**src/rtl/reset_sequencer.sv**
```systemverilog
// Turns an asynchronous PLL lock into ordered per-domain synchronous resets.
// Optional feature: define RST_SEQ_SW_REQ_EN to add the sw_reset_req restart input.
module reset_sequencer #(
  parameter int SYNC_STAGES = 2,
  parameter int NUM_DOMAINS = 3,
  parameter int LOCK_FILTER = 16,
  parameter int RELEASE_GAP = 8
) (
  input  logic                   system_clock,
  input  logic                   system_reset,
  input  logic                   lock_in,
`ifdef RST_SEQ_SW_REQ_EN
  input  logic                   sw_reset_req,
`endif
  output logic [NUM_DOMAINS-1:0] rst_out,
  output logic                   seq_done
);

  localparam int MAX_CNT = (LOCK_FILTER > RELEASE_GAP) ? LOCK_FILTER : RELEASE_GAP;
  localparam int CW      = (MAX_CNT > 1) ? $clog2(MAX_CNT) : 1;
  localparam int IW      = (NUM_DOMAINS > 1) ? $clog2(NUM_DOMAINS) : 1;

  localparam logic [CW-1:0] FILT_LAST = CW'(LOCK_FILTER - 1);
  localparam logic [CW-1:0] GAP_LAST  = CW'(RELEASE_GAP - 1);
  localparam logic [IW-1:0] IDX_LAST  = IW'(NUM_DOMAINS - 1);

  typedef enum logic [1:0] {
    HOLD    = 2'd0,
    FILTER  = 2'd1,
    RELEASE = 2'd2,
    RUN     = 2'd3
  } state_t;

  logic [SYNC_STAGES-1:0] r_sync;
  state_t                 r_state;
  logic [CW-1:0]          r_cnt;
  logic [IW-1:0]          r_idx;
  logic [NUM_DOMAINS-1:0] r_rstOut;
  logic                   r_done;

  logic                   w_lockS;
  state_t                 w_stateNext;
  logic [CW-1:0]          w_cntNext;
  logic [IW-1:0]          w_idxNext;
  logic [NUM_DOMAINS-1:0] w_rstNext;
  logic                   w_doneNext;
  logic [NUM_DOMAINS-1:0] w_rstCleared;

  assign w_lockS      = r_sync[SYNC_STAGES-1];
  assign w_rstCleared = r_rstOut & ~(NUM_DOMAINS'(1) << r_idx);

`ifdef RST_SEQ_SW_REQ_EN
  // The request is only honoured when it arrives while domains are releasing or running.
  logic r_swReq;

  always_ff @(posedge system_clock or posedge system_reset) begin
    if (system_reset) begin
      r_swReq <= 1'b0;
    end else begin
      r_swReq <= sw_reset_req && w_lockS && ((r_state == RELEASE) || (r_state == RUN));
    end
  end
`endif

  always_ff @(posedge system_clock or posedge system_reset) begin
    if (system_reset) begin
      r_sync   <= '0;
      r_state  <= HOLD;
      r_cnt    <= '0;
      r_idx    <= '0;
      r_rstOut <= '1;
      r_done   <= 1'b0;
    end else begin
      r_sync   <= {r_sync[SYNC_STAGES-2:0], lock_in};
      r_state  <= w_stateNext;
      r_cnt    <= w_cntNext;
      r_idx    <= w_idxNext;
      r_rstOut <= w_rstNext;
      r_done   <= w_doneNext;
    end
  end

  // Lock loss outranks everything, including a release due on the same edge.
  always_comb begin
    w_stateNext = r_state;
    w_cntNext   = r_cnt;
    w_idxNext   = r_idx;
    w_rstNext   = r_rstOut;
    w_doneNext  = r_done;

    if (!w_lockS) begin
      w_stateNext = HOLD;
      w_cntNext   = '0;
      w_idxNext   = '0;
      w_rstNext   = '1;
      w_doneNext  = 1'b0;
    end
`ifdef RST_SEQ_SW_REQ_EN
    else if (r_swReq) begin
      w_stateNext = FILTER;
      w_cntNext   = '0;
      w_idxNext   = '0;
      w_rstNext   = '1;
      w_doneNext  = 1'b0;
    end
`endif
    else begin
      case (r_state)
        HOLD: begin
          w_stateNext = FILTER;
          w_cntNext   = '0;
        end
        FILTER: begin
          if (r_cnt == FILT_LAST) begin
            w_stateNext = RELEASE;
            w_cntNext   = '0;
            w_idxNext   = '0;
          end else begin
            w_cntNext = r_cnt + CW'(1);
          end
        end
        RELEASE: begin
          if (r_cnt == GAP_LAST) begin
            w_rstNext = w_rstCleared;
            w_cntNext = '0;
            if (r_idx == IDX_LAST) begin
              w_stateNext = RUN;
              w_doneNext  = 1'b1;
              w_idxNext   = '0;
            end else begin
              w_idxNext = r_idx + IW'(1);
            end
          end else begin
            w_cntNext = r_cnt + CW'(1);
          end
        end
        RUN: begin
          w_stateNext = RUN;
        end
        default: begin
          w_stateNext = HOLD;
        end
      endcase
    end
  end

  assign rst_out  = r_rstOut;
  assign seq_done = r_done;

endmodule
```
**config.mk**
```make
export PLATFORM = sky130hd
export DESIGN_NAME = reset_sequencer
export DESIGN_NICKNAME = d
export VERILOG_FILES = /design/src/rtl/reset_sequencer.sv
export SDC_FILE = /design/constraint.sdc
export NUM_CORES = 1
export LEC_CHECK = 0
export ABC_AREA = 1
export CORE_MARGIN = 5
export CORE_UTILIZATION = 45
export CTS_CLUSTER_SIZE = 30
export DETAILED_ROUTE_END_ITERATION = 12
export PLACE_DENSITY = 0.67
export SYNTH_ARGS = -nofsm -noshare
export SYNTH_HDL_FRONTEND = slang
export SYNTH_SLANG_ARGS = --single-unit
```
**constraint.sdc**
```tcl
create_clock -name system_clock -period 1.2 [get_ports system_clock]
set_input_delay 0.18 -clock system_clock [delete_from_list [all_inputs] [get_ports system_clock]]
set_output_delay 0.18 -clock system_clock [all_outputs]
set_load 0.05 [all_outputs]
```
== Yosys cells after proc, flatten, opt, wreduce, memory -nomap -nowiden ==
Cells that the tools add are included.

* Output and inout port bits: 4
* Memory bits (writable): 0
* Memory bits (read-only): 0
* Logic and storage cells: 51
* Memories kept: 0
* Bits in latches: 0
* Bits of input ports: 3
* Register bits: 14

* Bitwise operators: 2
* $lt $le $gt $ge: 0
* Add/sub/neg operators: 2
* Mux-type cells: 21
* Equality and inequality tests: 14
* Multipliers: 0
* Reductions and logical operators: 5
* Divide/modulo/power cells: 0
* Shift-type cells: 1

{| class="wikitable"
|+ Operator list
! kind !! count
|-
| $mux W2 || 8
|-
| $mux W4 || 3
|-
| $pmux W4 S3 || 1
|-
| $mux W3 || 3
|-
| $ne A3 B3 Y1 const B || 3
|-
| $reduce_and A3 Y1 || 3
|-
| $pmux W2 S4 || 1
|-
| $eq A2 B2 Y1 const B || 3
|-
| $ne A2 B1 Y1 const B || 3
|-
| $add A4 B1 Y4 const B || 1
|-
| $eq A4 B3 Y1 const B || 1
|-
| $eq A4 B4 Y1 const B || 1
|-
| $mux W1 || 4
|-
| $ne A4 B1 Y1 const B || 1
|-
| $pmux W2 S2 || 1
|-
| $and A3 B3 Y3 || 1
|-
| $ne A3 B1 Y1 const B || 1
|-
| $not A3 Y3 || 1
|-
| $shl A1 B2 Y3 const A || 1
|-
| $add A2 B1 Y2 const B || 1
|-
| $eq A2 B1 Y1 const B || 1
|-
| $logic_not A2 Y1 || 1
|-
| $reduce_and A2 Y1 || 1
|}

== Logic depth before layout (Yosys ltp) ==
Gate-level depths: netlist (run 1).

* Depth in word-level cells: 6
* Gate-level depth with buffers: 10
* Mapped depth without buffers: 10

== Worst setup path before layout (run 1) ==
OpenSTA, ideal clock, no wires.

* Kind: register -> register
* Start: register r_state[0]
* End: register r_state[0]
* Stages on the path, launching flop included: 8
* Data required time: 1.083 ns
* Path slack: -0.002 ns
* Arrival time: 1.085 ns
* Path buffers: 0
* Cell sequence: dfrtp_1 > inv_1 > ha_1 > nand2_1 > inv_1 > nand2_1 > nand4_1 > nand2_1

* Cells in the longest elaborated chain, start to end: 3

{| class="wikitable"
|+ Ends and longest elaborated chain
! what !! RTL line !! RTL
|-
| from (decl) || 35 || <nowiki>state_t r_state;</nowiki>
|-
| from (signal assigned) || 75 || <nowiki>r_state <= w_stateNext;</nowiki>
|-
| $eq A2 B2 Y1 (tied with other cells) || 108 || <nowiki>case (r_state)</nowiki>
|-
| $pmux W2 S4 or $ne A3 B3 Y1 (tied branches) || n/a ||
|-
| $mux W2 or $reduce_and A3 Y1 (tied branches) || n/a ||
|}

Several ways; a longest one is shown, not always the timed one.
A chain may end at the register's enable or synchronous reset.

== Final worst setup path (run 1) ==
* Start: register r_state[0]
* End: register r_cnt[0]

* Cells in the longest elaborated chain, start to end: 3

{| class="wikitable"
|+ Ends and longest elaborated chain
! what !! RTL line !! RTL
|-
| $eq A2 B2 Y1 (tied with other cells) || 108 ||
|-
| $pmux W4 S3 || 108 ||
|-
| $mux W4 || 91 || <nowiki>if (!w_lockS) begin</nowiki>
|-
| to (signal assigned) || 76 || <nowiki>r_cnt <= w_cntNext;</nowiki>
|-
| to (decl) || 36 || <nowiki>logic [CW-1:0] r_cnt;</nowiki>
|}

Several ways; a longest one is shown, not always the timed one.

==> results of run 1 <==
## timing repair
action | CTS | global route
pin swaps | 13 | 14
gates resized for setup | 22 | 25
setup endpoints to repair | 12 | 14
setup buffers | 2 | 6
## worst min-delay path, delay by kind of cell
family                 cells  cell delay [ns]
buffers and inverters      3             0.66
## metrics by stage
stage,setup TNS [ns],std cells,power (W)
after CTS,-0.519,144,0.00175
after global routing,-1.48,150,0.00225
after floorplan,0,102,0.00103
final,-0.660,150,0.00210
after detailed placement,-0.594,138,0.00122
after global placement,-0.243,138,0.00121
## area by class of cell
class	count	area [sq um]	area share [%]
repair buffers	20	220	18.3
well taps	25	31.3	2.60
flip-flops and latches	14	357	29.7
inverters	16	70.1	5.83
clock buffers	4	36.3	3.02
multi-input cells	71	487	40.5
## logic make-up (layout without fill, tap and decap cells)
logic type,count (synthesis),in the layout,share of synthesized area (%)
and+or+nand+nor,64,64,38.8
adders and majority gates,4,4,6.24
DFF,14,14,44.1
AOI/OAI and AO/OA,3,3,1.87
buffers and inverters,17,40,8.89
## sequential cells by signal, summed over array words and instances, names as in the netlist
signal and count:
r_idx 2, rst_out 3, r_sync 2, r_cnt 4, r_state 2, seq_done 1
## worst max path at each step
| stage | endpoint | slack, ns | from |
|---|---|---|---|
| global route | r_cnt[0] | -0.19 | r_state[0] |
| CTS | seq_done | -0.06 | r_state[0] |
| floorplan | r_state[0] | 0.02 | r_state[0] |
| finish | r_cnt[0] | -0.15 | r_state[0] |
| global placement | r_state[0] | -0.06 | r_state[0] |
| detailed placement | r_state[0] | -0.09 | r_state[0] |
## metal layers
metal,vias to the layer above,track usage (%)
met5,-,0
met4,0,5.96
met3,7,3.70
met2,21,25.5
met1,354,20.9
li1,366,-
## power by group through the flow
stage,clock [W],combinational (W),sequential [W]
6_report,0.000342,0.00114,0.000617
5_1_grt,0.000378,0.00124,0.000626
4_1_cts,0.000341,0.000803,0.000609
3_5_place_dp,0,0.000620,0.000600
3_3_place_gp,0,0.000614,0.000592
2_1_floorplan,0,0.000455,0.000579
## cells in the final DEF (no fill, tap or decap), drive strengths merged
cell type / n
nand2: 40
buf: 18
inv: 16
dfrtp: 11
nor2: 9
nand4: 8
nand3: 6
ha: 4
clkbuf: 4
dfstp: 3
o21ai: 3
clkdlybuf4s50: 2
nand3b: 1
==> metrics.csv, run 1 <==
stage,metric,value,unit
run_status,status,"complete, but fails checks",
run_status,failed_checks,negative setup slack,
die,io_pins,7,
timing,fmax,741,MHz
setup_path,crit_path_end_kind,flop,
pwr,leakage,0.596,nW
global_route,grt_pass1_wl,3.26,mm
pwr,switching_share,40.1,%
synthesis,synth_top_area_cell,dfrtp_1,
setup_path,crit_family,flip-flops,
route,drt_first_iter_violations,19,
route,met2_length,1.01,mm
global_route,grt_pass1_vias,752,
finish,finish.utilization,70.3,%
timing,finalCritPeriodShare,112,%
clock_tree,cts.sinks,14,
timing,maxSlewHeadroom,73.7,%
global_route,antenna_found_initial,0,
clock_tree,clk_pin_slew,0.09,ns
timing,final_hold_viol_count,0,
die,initial_core_util,47.0,%
setup_path,critPathSlowestCell,dfrtp_2,
synthesis,ys_warn_count,0,
synthesis,synthCells,102,
die,die_x,52.2,um
die,die_h,52.2,um
synthesis,syn_area,802,sq um
clock_tree,hold_buffers,0,
setup_path,crit_fanout,4,
finish,final_area,1200,sq um
route,routedWlPerCell,13.4,um
setup_path,r2r_start,r_state[0],
setup_path,reg2regPathDepth,8,
route,via_per_inst,4.99,
pwr,clockPowerShare,16.3,%
clock_tree,root_buffer,clkbuf_4,
run,cap_violations,0,
die,die_area,2730,sq um
timing,finalCriticalPeriod,1.35,ns
global_route,grt_max_degree,15,
die,core_area,1710,sq um
pwr,combPwrFrac,54.4,%
clock_tree,cts.path.max_buffers,2,
pwr,p_per_area,1750,nW/um^2
global_route,overflow,0,
clock_tree,clk_latency,0.29,ns
finish,fillers,123,
timing,tightestPinTransition,0.394,ns
synthesis,post-synth-top-count-cell,nand2_1,
route,topRoutingLayerUsed,met4,
finish,insertedDiodeCount,0,
route,ant_nets,0,
die,core.rowCount,15,
synthesis,synth_cell_type_count,16,
finish,drive_gt1_share,50.4,%
clock_tree,htreeDepth,1,
finish,final_net_count,133,
placement,gp_congestion,0.925,
timing,rsz0062_at_grt,yes,
setup_path,crit_buf_inv,2,
setup_path,r2r-end,r_cnt[0],
timing,holdWs,0.184,ns
setup_path,rrSetupSlack,-0.15,ns
synthesis,yosysSeqAreaShare,44.1,%
route,route.detailed.drc,0,
pwr,power_frac_seq,29.3,%
synthesis,synth_edf_count,0,
clock_tree,cts_made_buffers,3,
synthesis,ys_ff_latch,14,
route,via_count,748,
synthesis,async_flop_share,100,%
global_route,grt_util_all_layers,15.9,%
finish,area_delta_synth_final,49.8,%
setup_path,start_kind,flop,
placement,place_area,970,sq um
route,wirelength,2.01,mm
synthesis,synth_common_cells,"nand2_1 (37), inv_1 (15), dfrtp_1 (11)",
pwr,internal-power,0.00126,W
setup_path,arrival,1.51,ns
placement,portBuffers,6,
synthesis,avgSynthCellArea,7.86,sq um
setup_path,required,1.36,ns
setup_path,cp.depth,8,
clock_tree,cts_tree,yes,
setup_path,critical_path.cell_chain,buf_6 > ha_4 > inv_4 > nand2_4 > nor2_4 > nor2_2 > nand3b_1 > nand2_1,
synthesis,synth.top_cell.area_share,34.3,%
pwr,irDropWorstVdd,0.902,mV
placement,post-dp-hpwl,1.22,mm
timing,setup_ws,-0.149,ns
synthesis,syn_nets,109,
route,firstDrtPassIters,4,
min_path,hold_path_class,in2async,
synthesis,synth.area.top_cells,"dfrtp_1 (34%), nand2_1 (17%), dfstp_2 (9.8%)",
timing,final_max_slew_viol_count,0,
timing,clock-skew-final,0.00931,ns
timing,finalSetupViolations,11,
synthesis,synthFlopType,dfrtp_1,
setup_path,crit_type,reg2reg,
pwr,p_sw,0.000844,W
placement,dp_slack,-0.0891,ns
route,met1Wirelength,831,um
setup_path,cpPeakStageDelay,0.45,ns
route,wl_met3,101,um
Power figures use the tool's default switching activity.
==> inputs of run 2 (changes only) <==
--- a/config.mk
+++ b/config.mk
@@ -5,7 +5,7 @@
 export SDC_FILE = /design/constraint.sdc
 export NUM_CORES = 1
 export LEC_CHECK = 0
-export ABC_AREA = 1
+export CORE_ASPECT_RATIO = 1.2
 export CORE_MARGIN = 5
 export CORE_UTILIZATION = 45
 export CTS_CLUSTER_SIZE = 30
==> run 2 against run 1 <==
The run still ends with negative setup slack left. Sequential share of layout area grew 0.94 points. Clock-buffer cell count is the same. Wire length shrank 17%. Synthesized cell count fell by 25%. Combinational power decreased by 21%. Clock skew about the same. Non-clock buffer count grew 3. Sequential cell count did not move. Sequential power is 7.0% lower.
==> metrics.csv, run 2 <==
stage,metric,value,unit
pwr,leakage,0.467,nW
pwr,internal-power,0.00113,W
clock_tree,cts_tree,yes,
finish,fillers,119,
global_route,grt_max_degree,15,
synthesis,yosysSeqAreaShare,45.6,%
synthesis,synth_edf_count,0,
clock_tree,hold_buffers,0,
run,cap_violations,0,
setup_path,critPathSlowestCell,dfrtp_1,
placement,gp_congestion,0.765,
route,drt_first_iter_violations,9,
clock_tree,htreeDepth,1,
pwr,power,0.00175,W
route,ant_nets,0,
finish,drive_gt1_share,46.0,%
clock_tree,clk_pin_slew,0.09,ns
die,die_area,2660,sq um
setup_path,r2r-end,r_idx[1],
global_route,grt_pass1_vias,634,
placement,place_area,982,sq um
setup_path,crit_fanout,5,
finish,mostFrequentLayoutCell,buf_4,
finish,regMostFlops,r_cnt,
finish,largest_reg_flops,4,
synthesis,async_flop_share,100,%
global_route,grt_pass1_wl,2.68,mm
route,wirelength,1.66,mm
global_route,grt-busiest-layer,met2,
route,route.detailed.drc,0,
synthesis,avgSynthCellArea,10.1,sq um
synthesis,synth.area.top_cells,"dfrtp_1 (35%), dfstp_2 (10%), ha_1 (6.4%)",
finish,final_cell_mix,"buf_4 (14), dfrtp_1 (11), nand2_1 (7)",
setup_path,cpPeakStageDelay,0.41,ns
setup_path,rrSetupSlack,-0.43,ns
die,die_x,47.9,um
route,routedWlPerCell,14.1,um
synthesis,ys_ff_latch,14,
synthesis,synthCells,77,
global_route,grtUsageMet3,1.95,%
synthesis,syn_area,777,sq um
timing,rsz0062_at_grt,yes,
run_status,status,"complete, but fails checks",
finish,insertedDiodeCount,0,
placement,post-dp-hpwl,1.08,mm
synthesis,syn_nets,84,
finish,area_delta_synth_final,48.8,%
setup_path,required,1.42,ns
pwr,p_sw,0.000620,W
die,initial_core_util,47.3,%
die,core.rowCount,16,
setup_path,arrival,1.84,ns
synthesis,post-synth-top-count-cell,dfrtp_1,
synthesis,ys_warn_count,0,
pwr,power_frac_seq,32.8,%
setup_path,crit_type,reg2reg,
clock_tree,cts.path.max_buffers,2,
timing,finalCritPeriodShare,136,%
finish,finish.utilization,70.4,%
finish,multiInputGateArea,492,sq um
synthesis,synth_top_area_cell,dfrtp_1,
die,io_pins,7,
min_path,hold_path_class,in2async,
global_route,overflow,0,
global_route,antenna_found_initial,0,
placement,portBuffers,6,
clock_tree,cts.sinks,14,
route,firstDrtPassIters,4,
timing,fmax,615,MHz
die,die_h,55.5,um
pwr,clockPowerShare,16.0,%
setup_path,start_kind,flop,
setup_path,crit_family,flip-flops,
timing,holdWs,0.189,ns
timing,maxSlewHeadroom,75.0,%
synthesis,synth.top_cell.area_share,35.4,%
route,via_count,626,
setup_path,critical_path.cell_chain,buf_4 > ha_4 > buf_6 > nand3b_1 > a21oi_4 > mux2i_1 > and2_1,
timing,final_hold_viol_count,0,
clock_tree,clk_latency,0.28,ns
timing,finalSetupViolations,12,
timing,finalCriticalPeriod,1.63,ns
setup_path,reg2regPathDepth,7,
timing,final_max_slew_viol_count,0,
setup_path,r2r_start,r_state[1],
setup_path,crit_start,r_state[1],
timing,clock-skew-final,0.00906,ns
setup_path,cp.depth,7,
pwr,combPwrFrac,51.3,%
global_route,use_met2,21.4,%
finish,final_net_count,108,
route,via_per_inst,5.31,
setup_path,crit_buf_inv,2,
run_status,failed_checks,negative setup slack,
finish,final-seq-area,354,sq um
setup_path,crit_path_end_kind,flop,
synthesis,synth_cell_type_count,33,
timing,tightestPinTransition,0.372,ns
finish,final_area,1160,sq um
setup_path,worstSetupEndpoint,r_idx[1],
global_route,grtUsageMet1,17.3,%
clock_tree,cts_made_buffers,3,
synthesis,synth_common_cells,"dfrtp_1 (11), nand2_1 (7), inv_1 (6)",
pwr,switching_share,35.4,%
clock_tree,root_buffer,clkbuf_4,
synthesis,synthFlopType,dfrtp_1,
pwr,irDropWorstVdd,0.903,mV
timing,setup_ws,-0.426,ns
global_route,grt_util_all_layers,13.3,%
pwr,p_per_area,1520,nW/um^2
die,core_area,1640,sq um
-- run 2: power groups by stage --
stage / clock (W) / sequential [W] / combinational (W)
floorplan: 0 / 0.000563 / 0.000469
global placement: 0 / 0.000572 / 0.000649
detailed placement: 0 / 0.000574 / 0.000659
CTS: 0.000298 / 0.000573 / 0.000808
global route: 0.000315 / 0.000578 / 0.000988
finish: 0.000280 / 0.000574 / 0.000899
-- run 2: kinds of logic (layout without fill, tap and decap cells) --
logic type	count (synthesis)	count (layout)	share of synthesized area [%]
compound gates	18	18	16.7
fa+ha+maj	4	4	6.44
buf+inv	10	33	6.12
flops	14	14	45.6
mux	4	4	5.31
simple gates	27	27	19.8
-- run 2: tightest hold or removal path: cells and delay by family --
| kind | cells | cell delay, ns |
|---|---|---|
| buf+inv | 3 | 0.66 |
-- run 2: worst min-delay path by stage --
stage | start | end
floorplan | system_reset | r_cnt[0]
global placement | r_sync[0] | r_sync[1]
detailed placement | r_sync[0] | r_sync[1]
CTS | system_reset | r_sync[0]
global route | system_reset | r_sync[0]
finish | system_reset | r_sync[0]
-- run 2: what timing repair did --
item                       4_1_cts  5_1_grt
pin swaps                        5        6
setup endpoints to repair       12       13
gates resized for setup         17        5
buffers inserted                 3        3
-- run 2: through the flow --
stage	setup TNS, ns	instances	setup slack [ns]
2_1_floorplan	-1.81	77	-0.355
3_3_place_gp	-2.71	108	-0.396
3_5_place_dp	-3.00	108	-0.443
4_1_cts	-2.80	115	-0.433
5_1_grt	-3.69	118	-0.509
6_report	-2.94	118	-0.426
-- run 2: final cells by class --
type | count | area share (%)
sequential | 14 | 30.6
inverter | 6 | 1.95
multi-input combinational | 53 | 42.5
clock buffer | 4 | 2.27
tap | 18 | 1.95
timing repair buffer | 23 | 20.7
-- run 2: layer usage --
layer | part of all wire (%) | wire length, um
met1 | 42 | 697
met2 | 55 | 922
met3 | 2.2 | 36
met4 | 0.36 | 6
met5 | 0 | 0
